[config.mk]
export PLATFORM = sky130hd
export DESIGN_NAME = dmem_responder
export DESIGN_NICKNAME = d
export VERILOG_FILES = /design/src/rtl/dmem_responder.sv
export SDC_FILE = /design/constraint.sdc
export NUM_CORES = 2
export LEC_CHECK = 0
export ABC_AREA = 1
export ABC_CLOCK_PERIOD_IN_PS = 4000
export BUFFER_PORTS_ARGS = -buffer_cell sky130_fd_sc_hd__clkbuf_2
export CAP_MARGIN = 20
export CORE_MARGIN = 1.5
export CORE_UTILIZATION = 40
export CTS_BUF_LIST = sky130_fd_sc_hd__clkbuf_2 sky130_fd_sc_hd__clkbuf_4 sky130_fd_sc_hd__clkbuf_8
export DETAILED_ROUTE_END_ITERATION = 7
export PLACE_DENSITY = 0.63
export SETUP_SLACK_MARGIN = 0.2
export SLEW_MARGIN = 40
export SYNTH_ARGS = -nofsm -noshare
export SYNTH_HDL_FRONTEND = slang
export SYNTH_SLANG_ARGS = --single-unit
[constraint.sdc]
create_clock -name clk -period 4 [get_ports clk]
set_input_delay 0.2 -clock clk [delete_from_list [all_inputs] [get_ports clk]]
set_output_delay 0.2 -clock clk [all_outputs]
set_load 0.05 [all_outputs]
[src/rtl/dmem_responder.sv]
// Fixed-latency data memory responder for a pipelined core's MEM stage.
// Serializes accesses through IDLE -> BUSY -> DONE and flags misaligned/out-of-range accesses.
module dmem_responder #(
  parameter int unsigned DEPTH_WORDS = 64,
  parameter int unsigned LATENCY     = 2
) (
  input  logic        clk,
  input  logic        reset,
  input  logic        MemReqM,
  input  logic        MemWriteM,
  input  logic [31:0] ALUResultM,
  input  logic [31:0] WriteDataM,
  output logic [31:0] ReadDataM,
  output logic        MemReadyM,
  output logic        MemErrM
);

  localparam int unsigned AW = (DEPTH_WORDS > 1) ? $clog2(DEPTH_WORDS) : 1;

  typedef enum logic [1:0] {StIdle, StBusy, StDone} state_e;

  state_e        state_q;
  logic [3:0]    cnt_q;
  logic          write_q;
  logic [31:0]   addr_q;
  logic [31:0]   wdata_q;
  logic [31:0]   mem [DEPTH_WORDS];

  logic          fault;
  logic          finish;
  logic [AW-1:0] word_idx;

  assign fault    = (addr_q[1:0] != 2'b00) || ({2'b00, addr_q[31:2]} >= DEPTH_WORDS);
  assign finish   = (state_q == StBusy) && (cnt_q == 4'd0);
  assign word_idx = addr_q[AW+1:2];

  always_ff @(posedge clk or posedge reset) begin
    if (reset) begin
      state_q   <= StIdle;
      cnt_q     <= 4'd0;
      write_q   <= 1'b0;
      addr_q    <= 32'h0;
      wdata_q   <= 32'h0;
      ReadDataM <= 32'h0;
      MemReadyM <= 1'b0;
      MemErrM   <= 1'b0;
    end else begin
      unique case (state_q)
        StIdle: begin
          if (MemReqM) begin
            write_q <= MemWriteM;
            addr_q  <= ALUResultM;
            wdata_q <= WriteDataM;
            cnt_q   <= 4'(LATENCY - 1);
            state_q <= StBusy;
          end
        end
        StBusy: begin
          if (cnt_q != 4'd0) begin
            cnt_q <= cnt_q - 4'd1;
          end else begin
            state_q   <= StDone;
            MemReadyM <= 1'b1;
            MemErrM   <= fault;
            if (fault) begin
              ReadDataM <= 32'h0;
            end else if (!write_q) begin
              ReadDataM <= mem[word_idx];
            end
          end
        end
        StDone: begin
          MemReadyM <= 1'b0;
          MemErrM   <= 1'b0;
          // A request still held in DONE is accepted here, as IDLE would on this edge.
          if (MemReqM) begin
            write_q <= MemWriteM;
            addr_q  <= ALUResultM;
            wdata_q <= WriteDataM;
            cnt_q   <= 4'(LATENCY - 1);
            state_q <= StBusy;
          end else begin
            state_q <= StIdle;
          end
        end
        default: state_q <= StIdle;
      endcase
    end
  end

  // Storage is deliberately not reset; a reset during BUSY leaves state IDLE so no write fires.
  always_ff @(posedge clk) begin
    if (finish && write_q && !fault) begin
      mem[word_idx] <= wdata_q;
    end
  end

endmodule

==> run metrics <==
WS Path Type=flop to flop; CP max stage delay=0.50 ns; Tcrit/Tclk final=85.9%; Post-Synth Adder-Cell Area=0.0149%; crit end category=flop; Buffers on Ports=101; initial antenna violation count=13; status=finished clean; cells along the critical path=nor2_1, nand3_1, nor2_1, and2_1, nand2_1, nor2_2, nand3_1, buf_4, nor2_4, buf_4; CTS Buf Count=357; # H-tree levels=5; peak supply drop=714 uV; largest cells by area after synthesis=edfxtp_1, nand2_1, nand3_1; final routed DRC violation total=0; Chip Width=462 um; global-route wire length before repair=354000 um; Filler Cell Count=18412; CP startpoint kind=flop; crit path max fanout=32; Power Density=700 nW/um^2; CTS tree=done; largest net degree at the start of global routing=153; most frequent cells in the layout=nand2_1, edfxtp_1, nand3_1; top-area cell type share of the netlist area=73.1%; post-synth net total=6882; DR pass1 iterations=6; core footprint=209000 sq um; layout cells sized above 1=12.6%; Register-to-Register Path Depth=10; synthesized cell area=84100 sq um; post-DR wirelength/cell=23.5 um; Post-layout nets=7345; Die Y=462 um; Placer Congestion=0.857; sequential fraction of the synthesis area=76.2%; max cap viols=0; worst skew pair latency=1.06 ns; routed via count=55617; Distinct cells, synth=27; Synth Area in XOR/XNOR=0.0104%; launch point of the worst path=addr_q[18]; Min Hold Slack=0.107 ns; global route overflow=0; setup violators final=0; HPWL Detailed=134000 um; clk_skew=0.0710 ns; CP max stage cell=buf_4; synth-to-layout area growth=16.0%; Syn Area/Cell=12.4 sq um; placed insts=9541; synthesized flop and latch total=2153; non-filler cells, final=10336; die footprint=213000 sq um; post-synthesis compound-gate area fraction=0.251%; DRT antenna net count=0; largest area contributor in the netlist=edfxtp_1; headroom to the max-slew limit=40.7%; leakage=34.9 nW; Design Power=0.0684 W; setup TNS=0 ns; FMAX=0.291 GHz; DRT Wirelength=243000 um; Cells after Synth=6813; Initial Util=40.2%; r2r endpoint=mem[36][27]; Post-Synth Simple-Gate Area=20.9%; row count=168; RSZ-0062 raised after global routing=no; DRT iter0 DRCs=6987; commonest non-fill, non-tap cell in the layout=nand2_1; CTS root buf=clkbuf_8; total track usage=22.6%; Hold Violations, Final=0; Max Slew Vio Count=0; clk slew on worst S/H paths=0.06 ns; Slew @ Worst Pin=0.889 ns; worst hold path class=input port to flop; clock sinks=2153; Synth Warn #=0; clk buf depth=4; Tmin final=3.44 ns; io pins=102; largest family of logic cells by synthesized area=simple AND/OR/NAND/NOR gates; number of global-route vias before repair=53820; CP endpoint=mem[36][27]; WP data required=4.63 ns; Reg2Reg Setup Slack=0.56 ns; # resized after CTS=0; mux contribution to synthesized area=0%; RR Startpoint=addr_q[18]; Critical Path AT=4.07 ns; via/cell ratio=5.38; Core Util, Final=46.6%
layer usage:
layer | share of wire (%) | vias to the layer above | track usage [%]
met5 | 0.011 | - | 0
met2 | 46 | 2793 | 35.6
li1 | - | 24896 | -
met4 | 4.4 | 4 | 10.2
met3 | 9.6 | 491 | 4.21
met1 | 40 | 27433 | 30.5
how the worst min path moves through the flow:
stage | startpoint | to | depth (start not counted)
3_3_place_gp | WriteDataM[6] | wdata_q[6] | 3
3_5_place_dp | reset | cnt_q[3] | 2
6_report | ALUResultM[4] | addr_q[4] | 4
4_1_cts | ALUResultM[2] | addr_q[2] | 4
2_1_floorplan | ALUResultM[0] | addr_q[0] | 2
5_1_grt | ALUResultM[5] | addr_q[5] | 4
flip-flops by register name, indices dropped and copies added (netlist names):
register and flops:
cnt_q 4, addr_q 32, mem 2048, state_q 2, MemErrM 1, MemReadyM 1
write_q 1, wdata_q 32, ReadDataM 32
synthesized netlist by cell type:
| library cell | number |
|---|---|
| nand2_1 | 2675 |
| nor2_1 | 156 |
| nand4_1 | 244 |
| o21ai_0 | 30 |
| nor3_2 | 7 |
| ha_1 | 1 |
| nor2_2 | 4 |
| nor3_1 | 1 |
| buf_1 | 7 |
| inv_4 | 1 |
| buf_4 | 28 |
| and2_1 | 4 |
| dfrtp_1 | 105 |
| clkbuf_1 | 89 |
| inv_1 | 71 |
| nand3_1 | 1059 |
| o211ai_1 | 3 |
| clkinv_1 | 1 |
| inv_2 | 4 |
| o21ai_1 | 2 |
| edfxtp_1 | 2048 |
| a21oi_1 | 3 |
| a22oi_1 | 1 |
| o22ai_1 | 1 |
| xor2_1 | 1 |
| or2_2 | 8 |
| buf_2 | 259 |
layout make-up:
cell class / instances / area, sq um / share of cell area (%)
multi-input cells: 4200 / 18400 / 18.9
clock buffers: 488 / 5970 / 6.12
inverters: 77 / 318 / 0.326
diodes: 5 / 12.5 / 0.0128
flip-flops and latches: 2153 / 64200 / 65.8
clock inverters: 121 / 603 / 0.618
well taps: 2805 / 3510 / 3.60
repair buffers: 487 / 4570 / 4.68
stage by stage:
step,worst slack (ns),area [sq um]
after global routing,0.413,97600
after CTS,0.743,97600
after detailed placement,0.771,89200
after global placement,0.818,89100
after floorplan,0.738,84100
final,0.564,97600
worst max-delay path, delay by kind of cell (launching register included):
| kind | cells | cell delay [ns] |
|---|---|---|
| DFF | 1 | 0.39 |
| buffers and inverters | 2 | 0.83 |
| and+or+nand+nor | 8 | 1.74 |
report_power, final:
part,total (W),leakage [nW],switching (W),internal (W)
logic,0.0195,11.5,0.0145,0.00503
registers,0.0306,19.9,0.00254,0.0280
clock network,0.0182,3.50,0.00841,0.00983
logic make-up after synthesis:
kind of cell / after synthesis
flip-flops: 2153
XOR/XNOR: 1
adder cells (fa/ha/maj): 1
buffers and inverters: 460
AND/OR/NAND/NOR: 4158
AO/OA/AOI/OAI: 40
timing repair:
item	in CTS	in global routing
endpoints found under the hold margin	174	0
setup buffers	0	0
hold buffers	181	0
Power figures use the tool's default switching activity.
